### config.mk
export PLATFORM = sky130hd
export DESIGN_NAME = alu_risc_seq
export DESIGN_NICKNAME = d
export VERILOG_FILES = /design/src/rtl/alu_risc_seq.sv
export SDC_FILE = /design/constraint.sdc
export NUM_CORES = 1
export LEC_CHECK = 0
export ABC_AREA = 1
export CORE_MARGIN = 5
export CORE_UTILIZATION = 48
export DETAILED_ROUTE_END_ITERATION = 10
export GPL_TIMING_DRIVEN = 0
export PLACE_DENSITY_LB_ADDON = 0.2
export RECOVER_POWER = 25
export SLEW_MARGIN = 20
export SYNTH_ARGS = -nofsm -noshare
export SYNTH_HDL_FRONTEND = slang
export SYNTH_SLANG_ARGS = --single-unit
### constraint.sdc
create_clock -name clk -period 2.7 [get_ports clk]
set_input_delay 0.27 -clock clk [delete_from_list [all_inputs] [get_ports clk]]
set_output_delay 0.27 -clock clk [all_outputs]
set_load 0.02 [all_outputs]
### src/rtl/alu_risc_seq.sv
// alu_risc_seq: registered RISC ALU with flags, start/busy/done handshake and shift-add multiplier
module alu_risc_seq #(
    parameter int data_size = 8,
    parameter int op_size   = 4,
    parameter int cnt_size  = 4
) (
    input  logic                 clk,
    input  logic                 rst,
    input  logic                 start,
    input  logic [op_size-1:0]   sel,
    input  logic [data_size-1:0] data_1,
    input  logic [data_size-1:0] data_2,
    output logic                 busy,
    output logic                 done,
    output logic [data_size-1:0] alu_out,
    output logic [data_size-1:0] alu_out_hi,
    output logic                 alu_zero_flag,
    output logic                 alu_carry_flag,
    output logic                 alu_neg_flag,
    output logic                 alu_ovf_flag
);
    localparam int M = data_size - 1;
    localparam logic [op_size-1:0] OP_ADD = op_size'(0);
    localparam logic [op_size-1:0] OP_SUB = op_size'(1);
    localparam logic [op_size-1:0] OP_AND = op_size'(2);
    localparam logic [op_size-1:0] OP_OR  = op_size'(3);
    localparam logic [op_size-1:0] OP_NOT = op_size'(4);
    localparam logic [op_size-1:0] OP_XOR = op_size'(5);
    localparam logic [op_size-1:0] OP_SHL = op_size'(6);
    localparam logic [op_size-1:0] OP_SHR = op_size'(7);
    localparam logic [op_size-1:0] OP_MUL = op_size'(8);

    typedef enum logic [1:0] {IDLE, MUL, DONE} state_t;

    state_t                     state_q, state_d;
    logic [2*data_size-1:0]     acc_q, acc_d;
    logic [data_size-1:0]       mcand_q, mcand_d;
    logic [cnt_size-1:0]        cnt_q, cnt_d;
    logic [data_size-1:0]       out_q, out_d, hi_q, hi_d;
    logic                       zero_q, zero_d, carry_q, carry_d, neg_q, neg_d, ovf_q, ovf_d;
    logic                       busy_q, busy_d, done_q, done_d;

    logic [data_size:0]         sum, dif, psum;
    logic [data_size-1:0]       res;
    logic                       res_c, res_v;
    logic [2*data_size-1:0]     acc_nx;

    // Single-cycle result and flags straight from the live inputs
    always_comb begin
        sum   = {1'b0, data_1} + {1'b0, data_2};
        dif   = {1'b0, data_2} - {1'b0, data_1};
        res   = '0;
        res_c = 1'b0;
        res_v = 1'b0;
        case (sel)
            OP_ADD: begin
                res   = sum[M:0];
                res_c = sum[data_size];
                res_v = (data_1[M] == data_2[M]) && (sum[M] != data_1[M]);
            end
            OP_SUB: begin
                res   = dif[M:0];
                res_c = dif[data_size];
                res_v = (data_2[M] != data_1[M]) && (dif[M] != data_2[M]);
            end
            OP_AND: res = data_1 & data_2;
            OP_OR:  res = data_1 | data_2;
            OP_NOT: res = ~data_2;
            OP_XOR: res = data_1 ^ data_2;
            OP_SHL: begin
                res   = {data_2[M-1:0], 1'b0};
                res_c = data_2[M];
            end
            OP_SHR: begin
                res   = {1'b0, data_2[M:1]};
                res_c = data_2[0];
            end
            default: ;
        endcase
    end

    // One shift-add step: add multiplicand into the upper half, then shift {carry, acc} right
    always_comb begin
        psum   = {1'b0, acc_q[2*data_size-1:data_size]} + (acc_q[0] ? {1'b0, mcand_q} : '0);
        acc_nx = {psum, acc_q[M:1]};
    end

    // Next state; a MUL passes through DONE so its done pulse lands back in IDLE,
    // where a back-to-back start is accepted while DONE itself ignores start
    always_comb begin
        state_d = state_q;
        acc_d   = acc_q;
        mcand_d = mcand_q;
        cnt_d   = cnt_q;
        out_d   = out_q;
        hi_d    = hi_q;
        zero_d  = zero_q;
        carry_d = carry_q;
        neg_d   = neg_q;
        ovf_d   = ovf_q;
        busy_d  = busy_q;
        done_d  = 1'b0;
        case (state_q)
            IDLE: if (start) begin
                if (sel == OP_MUL) begin
                    mcand_d = data_1;
                    acc_d   = {{data_size{1'b0}}, data_2};
                    cnt_d   = '0;
                    busy_d  = 1'b1;
                    state_d = MUL;
                end else begin
                    out_d   = res;
                    hi_d    = '0;
                    zero_d  = res == '0;
                    carry_d = res_c;
                    neg_d   = res[M];
                    ovf_d   = res_v;
                    done_d  = 1'b1;
                end
            end
            MUL: begin
                acc_d = acc_nx;
                cnt_d = cnt_q + cnt_size'(1);
                if (cnt_q == cnt_size'(data_size - 1)) begin
                    out_d   = acc_nx[M:0];
                    hi_d    = acc_nx[2*data_size-1:data_size];
                    zero_d  = acc_nx == '0;
                    carry_d = 1'b0;
                    neg_d   = acc_nx[2*data_size-1];
                    ovf_d   = |acc_nx[2*data_size-1:data_size];
                    busy_d  = 1'b0;
                    state_d = DONE;
                end
            end
            DONE: begin
                done_d  = 1'b1;
                state_d = IDLE;
            end
            default: state_d = IDLE;
        endcase
    end

    // State and output registers; reset clears everything except the zero flag
    always_ff @(posedge clk or negedge rst) begin
        if (!rst) begin
            state_q <= IDLE;
            acc_q   <= '0;
            mcand_q <= '0;
            cnt_q   <= '0;
            out_q   <= '0;
            hi_q    <= '0;
            zero_q  <= 1'b1;
            carry_q <= 1'b0;
            neg_q   <= 1'b0;
            ovf_q   <= 1'b0;
            busy_q  <= 1'b0;
            done_q  <= 1'b0;
        end else begin
            state_q <= state_d;
            acc_q   <= acc_d;
            mcand_q <= mcand_d;
            cnt_q   <= cnt_d;
            out_q   <= out_d;
            hi_q    <= hi_d;
            zero_q  <= zero_d;
            carry_q <= carry_d;
            neg_q   <= neg_d;
            ovf_q   <= ovf_d;
            busy_q  <= busy_d;
            done_q  <= done_d;
        end
    end

    assign busy           = busy_q;
    assign done           = done_q;
    assign alu_out        = out_q;
    assign alu_out_hi     = hi_q;
    assign alu_zero_flag  = zero_q;
    assign alu_carry_flag = carry_q;
    assign alu_neg_flag   = neg_q;
    assign alu_ovf_flag   = ovf_q;
endmodule

==> metrics.cfg, run 1 <==
[sta]
hold_slack_ns = 0.223
slew_headroom_pct = 15.1
finalSetupViolations = 0
rsz0062_at_grt = false
finClkSkew_ns = 0.0116
drv_slew = 0
fin_crit_ns = 2.48
timing.fmax_ghz = 0.402
worstMarginPinSlew_ns = 1.27
hold_viol = 0
period_share_pct = 92.0
setup_slack_ns = 0.215

[setup_path]
critPathKind = primary input to register
r2r_cells = 12
worst_setup_path_start_kind = primary input
cp-startpoint = data_2[1]
critPathMaxFanout = 7
arrival_ns = 2.74
rr_startpoint = acc_q[0]
cp_data_required_time_ns = 2.95
cp-end-kind = register

[detailed_routing]
first_pass_iters = 5
wl_microns = 11600
drc = 0
viasPerCell = 5.38
num_vias = 4005
avgRoutedWirePerCell_microns = 15.6
ant_nets = 0
drt_iter0_markers = 270

[placed_design]
numPortBuffers = 44
place_ws_ns = -0.0911
place.detailed.hpwl_microns = 9410
place_congestion = 0.987

[run]
maxCapViolCount = 0

[synthesis]
syn_nets = 649
synth_xor_area_share_pct = 0.850
synthFlopType = dfrtp_1
synthesis.area_sq_um = 4120
synth-edff-count = 0
synth_cell_types = 44
synthSimpleGateAreaFrac_pct = 33.1
synth-compound-area-share_pct = 12.9
yosysWarnings = 0
ys_ff_latch = 52
synth-adder-area-share_pct = 11.8
yosysSeqAreaShare_pct = 31.6
synthCells = 589
async_reset_ff_share_pct = 100
synth_top_family_by_area = simple AND/OR/NAND/NOR gates
syn_area_per_cell_sq_um = 7.00
synth.area.mux_share_pct = 0

[clock_tree]
hold_buffers = 0
tritoncts = done
cts-root-buf = clkbuf_8
cts_buffers = 5
ctsLongestPathBuffers = 2
htree_levels = 2
clk_latency_ns = 0.30
post_cts_buffers = 0
clkTransAtPathRegs_ns = 0.10
cts.sinks = 52

[floorplanning]
die_w_microns = 103
fp.dieH_microns = 103
fp-row-count = 33
core-area_sq_um = 8300
fp.dieArea_sq_um = 10500
initial_utilization_pct = 49.7
io_pins = 45

[grt]
grt_pass1_wl_microns = 19100
grt_max_degree = 53
globalRouteOverflowTotal = 0
antenna_found_initial = 0
track_usage_pct = 23.2
grt_pass1_vias = 3829

[worst_hold_path]
hp-class = primary input to async pin

[pwr]
power_mw = 4.49
leakage_nw = 2.49
powerDensity_nw_per_um2 = 936
ir_drop_uv = 324

[outcome]
status = finished clean

[finish]
drive_gt1_share_pct = 8.28
antenna_cells = 0
num-nets-final = 699
nFillCells = 805
synthToLayoutAreaGrowth_pct = 16.4

## layout by cell type, fill, tap and decap left out, types with 3 or more instances in the layout
| master | synthesis | routed |
|---|---|---|
| a21oi_1 | 20 | 20 |
| a31oi_1 | 7 | 7 |
| buf_2 | 6 | 6 |
| buf_6 | 4 | 4 |
| clkbuf_1 | 3 | 3 |
| clkbuf_8 | 0 | 5 |
| clkdlybuf4s50_1 | 0 | 42 |
| dfrtp_1 | 51 | 50 |
| fa_1 | 3 | 3 |
| ha_1 | 34 | 34 |
| inv_1 | 74 | 74 |
| inv_2 | 4 | 4 |
| nand2_1 | 163 | 163 |
| nand3_1 | 61 | 61 |
| nand4_1 | 8 | 8 |
| nor2_1 | 58 | 58 |
| nor2_2 | 6 | 6 |
| o21ai_0 | 26 | 26 |
| o21ai_1 | 7 | 7 |
| o21ai_2 | 6 | 6 |
| o21bai_1 | 3 | 3 |
| o221ai_1 | 3 | 3 |
| o31ai_1 | 3 | 3 |
| or2_1 | 3 | 3 |
| or2_2 | 6 | 6 |
| xor2_1 | 4 | 4 |
## cells in the mapped netlist (all sizes together) (2+ instances only)
cell / number / area (sq um)
or2: 9 / 56.3
inv: 78 / 293
nand4: 8 / 50.1
a21boi: 2 / 15.0
dfrtp: 51 / 1280
o221ai: 3 / 26.3
a22o: 2 / 17.5
buf: 12 / 90.1
xor2: 4 / 35.0
o211ai: 2 / 20.0
clkbuf: 4 / 16.3
nor2: 66 / 278
a31oi: 7 / 43.8
nand2: 165 / 624
nand3b: 2 / 15.0
fa: 3 / 60.1
o21ai: 39 / 218
o31ai: 3 / 22.5
o21bai: 3 / 22.5
ha: 34 / 425
a21oi: 20 / 100
nand3: 63 / 333
## power by group
| part | total (mW) | switching (mW) | internal [mW] |
|---|---|---|---|
| registers | 1.38 | 0.226 | 1.15 |
| logic | 2.59 | 1.59 | 1.00 |
| clock network | 0.526 | 0.250 | 0.275 |
## cell type report
cell class                      instances  area (sq um)  area share, %
Clock buffer                            6          72.6           1.51
Clock inverter                          2          35.0          0.730
Sequential cell                        52          1300           27.2
Inverter                               79           298           6.21
Buffer                                 15           103           2.14
Tap cell                              105           131           2.74
Multi-Input combinational cell        442          2420           50.4
Timing Repair Buffer                   44           438           9.13
## routing by layer
layer,GRT usage [%],wire (microns),vias up
li1,-,-,2007
met1,31.2,5220,1840
met2,38.6,5440,130
met3,2.30,584,28
met4,8.98,369,0
met5,0,0,-
## sequential cells by signal, indices dropped and copies added (netlist names), 2 cells and up
name        count
mcand_q         8
cnt_q           4
alu_out_hi      8
alu_out         8
acc_q          16
state_q         2
## stage by stage
step / setup TNS (ns) / util (%) / instance area (sq um) / instances
6_report: 0 / 57.8 / 4800 / 745
5_1_grt: 0 / 57.8 / 4800 / 745
2_1_floorplan: 0 / - / 4120 / 589
3_3_place_gp: -10.19 / 56.6 / 4690 / 738
4_1_cts: 0 / 57.8 / 4800 / 746
3_5_place_dp: -0.229 / 56.5 / 4690 / 738
## critical path, stage by stage
cell and delay, ns:
clkdlybuf4s50_1 0.66, inv_1 0.20, fa_1 0.47, nor2_1 0.11, nor2_1 0.05, nand2_1 0.06, nand2_1 0.06, nor2_1 0.10
nand2_1 0.11, nor2_1 0.19, nand2_1 0.08, nor2_1 0.10, nand3_1 0.09, nand2_1 0.07, nand2_1 0.05, nand2_1 0.06
## final timing paths
path                            endpoint  slack (ns)
min                        alu_out_hi[3]        0.22
min in group clk           alu_zero_flag        0.48
min reg2reg                alu_zero_flag        0.48
max reg2reg                 alu_ovf_flag        0.38
max in group asynchronous       acc_q[0]        1.62
max                        alu_zero_flag        0.22
## logic make-up after synthesis
kind of cell	count (synthesis)
compound gates	87
xor+xnor	4
fa+ha+maj	37
buf+inv	95
flops	52
simple gates	314
## what timing repair did
action	4_1_cts	5_1_grt
endpoints found under the setup margin	0	2
endpoints found under the hold margin	0	0
resized for setup	0	2
(Power assumes the default switching activity.)
==> run 2, diff against run 1 <==
--- a/config.mk
+++ b/config.mk
@@ -12,6 +12,7 @@
 export GPL_TIMING_DRIVEN = 0
 export PLACE_DENSITY_LB_ADDON = 0.2
 export RECOVER_POWER = 25
+export SKIP_LAST_GASP = 1
 export SLEW_MARGIN = 20
 export SYNTH_ARGS = -nofsm -noshare
 export SYNTH_HDL_FRONTEND = slang
==> results of run 2 <==
The final DEF is identical to that of run 1; final timing and power are the same.
==> run 3, diff against run 2 <==
--- a/config.mk
+++ b/config.mk
@@ -9,7 +9,7 @@
 export CORE_MARGIN = 5
 export CORE_UTILIZATION = 48
 export DETAILED_ROUTE_END_ITERATION = 10
-export GPL_TIMING_DRIVEN = 0
+export HOLD_SLACK_MARGIN = 0.12
 export PLACE_DENSITY_LB_ADDON = 0.2
 export RECOVER_POWER = 25
 export SKIP_LAST_GASP = 1
==> run 3 against run 2 <==
  * Fmax rose by 0.65%
  * Via count up 1.7%
  * Combinational power about the same
  * Worst setup slack better by 0.016 ns
  * Highest routed layer unchanged
  * Clock skew down 0.0032 ns
  * The flow now finishes with violations (max-capacitance violations, max-slew violations)
  * Critical path type is now register to register
  * Critical path depth decreased by 3
==> metrics.cfg, run 3 (synthesis results as in run 1) <==
[clock_tree]
ctsLongestPathBuffers = 2  ; unchanged
clk_latency_ns = 0.31  ; about the same
cts-root-buf = clkbuf_8
cts.sinks = 52  ; unchanged
htree_levels = 2  ; unchanged
clkTransAtPathRegs_ns = 0.10  ; about the same
tritoncts = done
cts_buffers = 5  ; unchanged

[placed_design]
place_congestion = 0.957  ; -3.1%
place_ws_ns = 0.00312  ; +0.0942 ns
numPortBuffers = 44  ; unchanged
place.detailed.hpwl_microns = 9970  ; +5.9%

[detailed_routing]
avgRoutedWirePerCell_microns = 16.2  ; +3.7%
first_pass_iters = 6  ; +1
top_layer_used = met4
met1_length_microns = 5390  ; +3.4%
viasPerCell = 5.37  ; about the same
met2WireLength_microns = 5670  ; +4.3%
drt_iter0_markers = 211  ; -22%
drc = 0  ; unchanged
num_vias = 4073  ; +1.7%
ant_nets = 0  ; unchanged
dr_wl_met3_microns = 704  ; +21%
wl_microns = 12200  ; +5.5%

[setup_path]
rr_startpoint = acc_q[0]
r2r-end = alu_zero_flag
critPathMaxFanout = 9  ; +2
r2r_setup_slack_ns = 0.23  ; -0.15 ns
arrival_ns = 2.73  ; about the same
critPathKind = register to register
worst_setup_path_start_kind = register
cp_data_required_time_ns = 2.96  ; about the same
r2r_cells = 13  ; +1
cp-end-kind = register

[floorplanning]
die_w_microns = 103  ; unchanged
initial_utilization_pct = 49.7  ; unchanged
fp.dieH_microns = 103  ; unchanged
core-area_sq_um = 8300  ; unchanged
fp-row-count = 33  ; unchanged
fp.dieArea_sq_um = 10500  ; unchanged
io_pins = 45  ; unchanged

[pwr]
power_mw = 4.44  ; -1.2%
leakage_nw = 2.54  ; +1.9%
powerDensity_nw_per_um2 = 909  ; -2.9%
ir_drop_uv = 362  ; +12%

[grt]
track_usage_pct = 24.5  ; +1.3 points
globalRouteOverflowTotal = 0  ; unchanged
grt_max_degree = 37  ; -30%
grt_pass1_vias = 3993  ; +4.3%
grt_pass1_wl_microns = 20200  ; +5.4%
antenna_found_initial = 0  ; unchanged

[finish]
nFillCells = 808  ; +0.37%
layout_common_cells = nand2_1, inv_1, nand3_1
antenna_cells = 0  ; unchanged
largest_reg_flops = 16  ; unchanged
top_register = acc_q
final_common_cell = nand2_1
utilization_pct = 58.8  ; +1.0 points
synthToLayoutAreaGrowth_pct = 18.4
drive_gt1_share_pct = 9.80  ; +1.5 points
num-nets-final = 712  ; +1.9%

[worst_hold_path]
hold_depth = 2
holdPathEnd = alu_out_hi[0]
hp-class = register to register
hold_start = alu_out_hi[0]

[sta]
slew_headroom_pct = -27.3  ; -42 points
period_share_pct = 91.4  ; -0.59 points
setup_slack_ns = 0.231  ; +0.0160 ns
worstMarginPinSlew_ns = 1.91  ; +0.636 ns
rsz0062_at_grt = false
hold_viol = 0  ; unchanged
finalSetupViolations = 0  ; unchanged
fin_crit_ns = 2.47  ; -0.0160 ns
timing.fmax_ghz = 0.405  ; +0.65%
finClkSkew_ns = 0.00840  ; -0.00319 ns
drv_slew = 37  ; +37

[outcome]
violations = max-capacitance violations, max-slew violations
status = complete, but fails checks

[run]
maxCapViolCount = 1  ; +1

[run 3: critical path, cell delays in order (launching register included)]
cell and delay [ns]:
dfrtp_1 0.50, nand2_1 0.09, inv_1 0.07, ha_1 0.16
inv_1 0.05, fa_1 0.40, o21ai_1 0.29, xor2_1 0.21
nand3_1 0.11, nor2_1 0.17, nand4_1 0.14, nand2_1 0.10
nand2_1 0.05, nand2_1 0.06
[run 3: power by group]
part / switching [mW] / total, mW / leakage (nW) / internal [mW]
clock: 0.277 / 0.462 / 0.0414 / 0.185
sequential: 0.252 / 1.40 / 0.644 / 1.15
combinational: 1.57 / 2.57 / 1.85 / 1.00
[run 3: layout make-up]
cell class                 instances  area (sq um)  share of cell area [%]
clock buffer                       6          72.6                    1.49
tap                              105           131                    2.69
inverter                          79           298                    6.10
multi-input combinational        442          2410                    49.4
clock inverter                     2          16.3                   0.333
sequential                        52          1300                    26.7
timing repair buffer              72           647                    13.3
[run 3: timing repair]
action / 4_1_cts / 5_1_grt
endpoints found under the setup margin: 0 / 0
hold buffers: 1 / 0
endpoints found under the hold margin: 33 / 0
buffers inserted: 0 / 0
resized for setup: 0 / 0
[run 3: worst max path at each step]
stage / startpoint / end / slack [ns] / cells after the start
2_1_floorplan: acc_q[0] / alu_ovf_flag / 0.49 / 13
3_3_place_gp: data_2[0] / alu_zero_flag / -0.002 / 17
3_5_place_dp: data_2[0] / alu_zero_flag / 0.003 / 17
4_1_cts: acc_q[0] / alu_zero_flag / 0.25 / 13
5_1_grt: rst / acc_q[1] / 0.09 / 2
6_report: acc_q[0] / alu_zero_flag / 0.23 / 13
[run 3: through the flow]
step	std cells	TNS (ns)	hold slack [ns]	cell area (sq um)
3_3_place_gp	749	-0.00244	0.401	4790
6_report	758	0	0.488	4880
5_1_grt	758	0	0.517	4880
2_1_floorplan	589	0	-0.0256	4120
4_1_cts	758	0	0.496	4880
3_5_place_dp	749	0	0.407	4790
[run 3: metal layers]
| layer | vias to the layer above | global-route usage, % |
|---|---|---|
| li1 | 2038 | - |
| met1 | 1851 | 32.8 |
| met2 | 152 | 40.3 |
| met3 | 32 | 2.23 |
| met4 | 0 | 10.7 |
| met5 | - | 0 |
